$ cat src/rtl/bp_resolve.sv
// bp_resolve: branch prediction resolution queue producing predictor updates and mispredict flush/redirect.
// Define BP_RESOLVE_STATS_EN to add saturating stat_resolved / stat_wrong counters.
module bp_resolve #(
    parameter int DEPTH = 4,
    parameter int AW = 12
) (
    input  logic                    clock,
    input  logic                    clear_n,
    input  logic                    push_valid,
    input  logic [AW-1:0]           push_pc,
    input  logic [AW-1:0]           push_target,
    input  logic                    push_taken,
    output logic                    push_ready,
    input  logic                    res_valid,
    input  logic                    res_taken,
    input  logic [AW-1:0]           res_target,
    output logic                    res_ready,
    output logic                    upd_wrong,
    output logic [AW-1:0]           upd_pc,
    output logic [AW-1:0]           upd_addr,
    output logic [AW-1:0]           upd_next,
    output logic                    flush,
    output logic [AW-1:0]           redirect_pc,
    output logic [$clog2(DEPTH):0]  count
`ifdef BP_RESOLVE_STATS_EN
    ,
    output logic [15:0]             stat_resolved,
    output logic [15:0]             stat_wrong
`endif
);
    localparam int PW = $clog2(DEPTH);
    localparam int CW = PW + 1;

    typedef enum logic {RUN, FLUSH} stateType;

    stateType      state;
    logic [AW-1:0] pcMem [DEPTH];
    logic [AW-1:0] tgtMem [DEPTH];
    logic [DEPTH-1:0] takenMem;
    logic [PW-1:0] wrPtr, rdPtr;
    logic [AW-1:0] headPc, headNext, predicted, correct;
    logic          pushFire, popFire, wrong, pushWrite;

    assign push_ready = (state == RUN) && (count < CW'(DEPTH));
    assign res_ready  = (state == RUN) && (count != '0);
    assign pushFire   = push_valid && push_ready;
    assign popFire    = res_valid && res_ready;
    assign headPc     = pcMem[rdPtr];
    assign headNext   = headPc + AW'(1);
    assign predicted  = takenMem[rdPtr] ? tgtMem[rdPtr] : headNext;
    assign correct    = res_taken ? res_target : headNext;
    assign wrong      = predicted != correct;
    // A mispredict squashes everything younger, including a same-cycle push.
    assign pushWrite  = pushFire && !(popFire && wrong);

    always_ff @(posedge clock) begin
        if (pushWrite) begin
            pcMem[wrPtr]    <= push_pc;
            tgtMem[wrPtr]   <= push_target;
            takenMem[wrPtr] <= push_taken;
        end
    end

    always_ff @(posedge clock) begin
        if (!clear_n) begin
            state       <= RUN;
            wrPtr       <= '0;
            rdPtr       <= '0;
            count       <= '0;
            upd_wrong   <= 1'b0;
            flush       <= 1'b0;
            upd_pc      <= '0;
            upd_addr    <= '0;
            upd_next    <= '0;
            redirect_pc <= '0;
        end else begin
            upd_wrong <= 1'b0;
            flush     <= 1'b0;
            if (popFire) begin
                upd_pc    <= headPc;
                upd_addr  <= correct;
                upd_next  <= headNext;
                upd_wrong <= wrong;
            end
            case (state)
                RUN: begin
                    if (popFire && wrong) begin
                        state       <= FLUSH;
                        flush       <= 1'b1;
                        redirect_pc <= correct;
                        wrPtr       <= '0;
                        rdPtr       <= '0;
                        count       <= '0;
                    end else begin
                        if (pushFire) wrPtr <= wrPtr + 1'b1;
                        if (popFire) rdPtr <= rdPtr + 1'b1;
                        count <= count + CW'(pushFire) - CW'(popFire);
                    end
                end
                default: state <= RUN;
            endcase
        end
    end

`ifdef BP_RESOLVE_STATS_EN
    always_ff @(posedge clock) begin
        if (!clear_n) begin
            stat_resolved <= '0;
            stat_wrong    <= '0;
        end else if (popFire) begin
            if (stat_resolved != '1) stat_resolved <= stat_resolved + 16'd1;
            if (wrong && stat_wrong != '1) stat_wrong <= stat_wrong + 16'd1;
        end
    end
`endif
endmodule
$ cat config.mk
export PLATFORM = sky130hd
export DESIGN_NAME = bp_resolve
export DESIGN_NICKNAME = d
export VERILOG_FILES = /design/src/rtl/bp_resolve.sv
export SDC_FILE = /design/constraint.sdc
export NUM_CORES = 1
export LEC_CHECK = 0
export CAP_MARGIN = 20
export CORE_MARGIN = 2
export CORE_UTILIZATION = 42
export DETAILED_ROUTE_END_ITERATION = 16
export PLACE_DENSITY_LB_ADDON = 0.3
export SYNTH_ARGS = -nofsm -noshare
export SYNTH_HDL_FRONTEND = slang
export SYNTH_SLANG_ARGS = --single-unit
$ cat constraint.sdc
create_clock -name clock -period 5.9 [get_ports clock]
set_clock_uncertainty 0.15 [all_clocks]
set_input_delay 1.475 -clock clock [delete_from_list [all_inputs] [get_ports clock]]
set_output_delay 1.475 -clock clock [all_outputs]
set_load 0.005 [all_outputs]
==> results.md <==
- In this run the tightest slew margin relative to its limit is 43.3%.
- For this run, global-route usage on met1 was measured as 28.4%.
- The most utilized layer in the global route result is met2.
- The initial antenna violation count is 0.
- In this run, placement finished with an instance count of 895.
- The total overflow left after global routing is 0.
- The commonest non-fill, non-tap cell in the layout is edfxtp_1.
- After filler insertion, the fill cell instance count of the layout stands at 1,492.
- The number of nets in the finished design is 739.
- For this run, the total global-route usage over all layers was measured as 20.0%.
- The share of synthesized registers carrying an async set or reset is 0%.
- The largest area contributor in the netlist is edfxtp_1.
- After floorplanning, the core was sized to cover 0.0171 mm^2.
- The slew of the pin with the lowest slew margin is 0.849 ns.
- Leaving out filler cells and counting taps, the final layout contains 926.
- The area growth from synthesis to final layout is 22.6%.
- The number of I/O port buffers is 96.
- The clock latency on the worst-skew pair is 0.42 ns.
- In the layout the commonest cells are 100 x edfxtp_1, 96 x clkdlybuf4s50_1, 59 x dfxtp_1.
- The final count of pins violating max slew came to 0.
- The final layout contains routed wiring with a total length of 17,700 um.
- Of the post-synthesis cell area, the dominant cell type holds 41.1%.
- The worst setup path is captured at a flip-flop.
- The via count normalized by instance count is 5.55.
- The number of design rule violations left after detail routing is 0.
- For this design, the CTS-stage hold fixing added 0 buffers.
- The type of the setup path with the least slack is reg -> reg.
- Hold is met by 0.306 ns.
- The worst min-delay path class is reg -> reg.
- The largest fanout of any net on the critical path is 25.
- The accumulated negative setup slack is 0 ns.
- CTS built an H-tree with a depth of 4.
- The cell area that synthesis handed to floorplanning was 0.00730 mm^2.
- Counting cells, the worst reg-to-reg path comes to 12.
- The vias after detailed routing is 5,135.
- After the first detailed-routing iteration, the DRC count stood at 333.
- The per-instance average area after synthesis is 12.2 um^2.
- The first detailed-routing pass took 5 iterations.
- The buffer and inverter count on the worst path is 1.
- The count of synthesis-stage warnings from yosys is 0.
- Once detail routing completed, the nets flagged for antenna violations numbered 0.
- The die boundary height is 136 um.
- The synthesized netlist cell count is 599.
- The longest clock path from root to sink contains 2 buffers.
- Among all flip-flop cells after synthesis, the most frequent one is edfxtp_1.
- For this design the static power due to leakage is 3.01 nW.
- For this design the ratio of total power to cell area is 401 mW/mm^2.
- Setup violations remaining at the end of the flow were counted as 0.
- The number of antenna cells inserted is 0.
- The distinct cell type count after synthesis is 72.
- The number of gates given a new drive strength after cts is 0.
- After detailed routing, the average wire length per cell comes to 19.2 um.
- The run finished with clean final reports.
- Traced cell by cell, the critical path runs through mux4_2 -> ha_1 -> nor2b_1 -> o2bb2ai_1 -> nand4_1 -> xnor2_1 -> o211ai_1 -> a2111oi_4 -> nand4_2 -> nand2_1 -> and3_1 -> buf_4.
- The smallest setup slack after layout is 1.13 ns.
- The clock root buffer is clkbuf_16.
- Synthesis produced a netlist with a net count of 649.
- The count of flip-flops with a built-in enable after synthesis is 100.
- Once detailed placement completed, the half-perimeter wirelength came to 12,500 um.
- After layout, the worst path uses 80.8% of the clock period.
- The biggest cell delay along the critical path is 0.63 ns.
- The final weighted congestion of routability-driven global placement is 0.956.
- The critical path crosses 12 cells after its start point.
- For this design the top-level I/O count stands at 97.
- The critical path ends at tgtMem[2][1].
- The global-route met2 utilization is 30.5%.
- The arrival time reported for the critical path endpoint is 4.70 ns.
- Counting I/O delays and the setup requirement, the final critical path takes 4.77 ns.
- The via count of the first global-routing pass is 4,971.
- The die is 136 um wide.
- The slowest cell on the critical path is dfxtp_1.
- The count of clock tree sinks is 159.
- Buffers added to address setup during post-CTS repair amount to 0.
- The kind of cell with the highest combined delay on the critical path is simple AND/OR/NAND/NOR gates.
- The area enclosed by the die boundary is 0.0184 mm^2.
- TritonCTS built the clock tree.
- The first-pass GRT wire length is 27,700 um.
- Counting the buffers created by CTS gives 17.
- Setup repair after global routing left no endpoint under its margin.
- Setup slack on the worst reg-to-reg path comes out at 1.13 ns.
- After clock tree synthesis, the clock-pin slew on the worst setup and hold paths is 0.06 ns.
- The worst-case setup slack after placement is 0.860 ns.
- The routing usage on met3 is 4.33%.
- The number of register bits inferred by synthesis is 159.
- The largest net degree at the start of global routing is 57.
- Cells fill 52.3% of the core in the end.
- The number of max-cap violations is 0.
- The initial core utilization is 42.6%.
- In the post-synthesis netlist, the biggest area contributors are edfxtp_1 41%, dfxtp_1 16%, mux4_2 7.7%, nand2_1 2.9%, a21oi_1 2.9%.
- The worst-case IR drop observed on VDD is 237 uV.
- The number of rows in the core area is 48.
- Cells with a size suffix above 1 make up 12.1% of the layout.
- The count of final hold-check violations came to 0.
- The required time reported for the critical path endpoint is 5.83 ns.
- The worst setup path is launched from a flip-flop.
- For this run, the register share of the synthesized area comes to 57.3%.
- The highest attainable clock frequency is 0.210 GHz.
- The endpoint identified for the worst register-to-register timing path is tgtMem[2][1].
[report_power, final]
part / switching, mW / internal, mW / total [mW]
logic: 0.629 / 0.517 / 1.15
clock network: 0.430 / 0.536 / 0.967
registers: 0.0874 / 1.39 / 1.48
total: 1.15 / 2.44 / 3.59
[Yosys cell counts (4+ instances only)]
master    count
or3_1         4
nand2_1      57
a21oi_1      42
edfxtp_1    100
nor3_1       17
dfxtp_1      59
xor2_1       10
nand4_1       5
and3_1        9
inv_1        13
nor2_1       45
mux2i_1      12
ha_1          7
buf_2        11
clkbuf_1     20
mux4_2       25
xnor2_1      17
a211oi_1      6
nand3_1      27
o21ai_1      10
o21ai_0      12
mux2_2        4
nor3b_1       8
[worst min path at each step]
stage,startpoint,endpoint,slack (ns),cells past startpoint
finish,upd_addr[4],upd_addr[4],0.31,2
CTS,upd_addr[4],upd_addr[4],0.31,2
global placement,upd_addr[4],upd_addr[4],0.30,2
global route,upd_pc[0],upd_pc[0],0.33,2
floorplan,upd_addr[0],upd_addr[0],0.30,2
detailed placement,upd_addr[4],upd_addr[4],0.30,2
[worst min-delay path: stages, from the launching register on]
cell     delay, ns
dfxtp_1       0.31
nand2_1       0.05
a21oi_1       0.05
[area by class of cell]
type,instances,area (um^2),area share (%)
Clock inverter,12,86.3,0.965
Timing Repair Buffer,110,1070,11.9
Multi-Input combinational cell,387,2840,31.8
Clock buffer,19,433,4.84
Inverter,14,52.6,0.587
Tap cell,225,282,3.15
Sequential cell,159,4180,46.8
[through the flow]
step / power (mW) / cell area (um^2)
4_1_cts: 3.61 / 8950
5_1_grt: 3.79 / 8950
3_3_place_gp: 2.62 / 8430
3_5_place_dp: 2.64 / 8430
6_report: 3.59 / 8950
2_1_floorplan: 2.17 / 7300
[routing by layer]
| metal | share of wire (%) | vias to the layer above |
|---|---|---|
| met5 | 0 | - |
| met4 | 2.0 | 0 |
| met3 | 5.9 | 22 |
| met2 | 46 | 169 |
| met1 | 46 | 2513 |
| li1 | - | 2431 |
[sequential cells by signal, summed over array words and instances (netlist names), named ones only]
| name | flops |
|---|---|
| upd_wrong | 1 |
| upd_addr | 12 |
| redirect_pc | 12 |
| tgtMem | 48 |
| pcMem | 48 |
| state | 1 |
| count | 3 |
| upd_pc | 12 |
| rdPtr | 2 |
| wrPtr | 2 |
| takenMem | 4 |
| upd_next | 12 |
[cell families (layout without fill, tap and decap cells)]
logic type	count (synthesis)	count (layout)	share of synthesized area, %
DFF	159	159	57.3
AOI/OAI and AO/OA	106	106	9.36
adders and majority gates	8	8	1.47
muxes	41	41	9.98
and+or+nand+nor	203	203	14.3
buffers and inverters	53	155	3.72
xor gates and xnor gates	29	29	3.87
No activity file was read; power rests on OpenSTA's default activity.
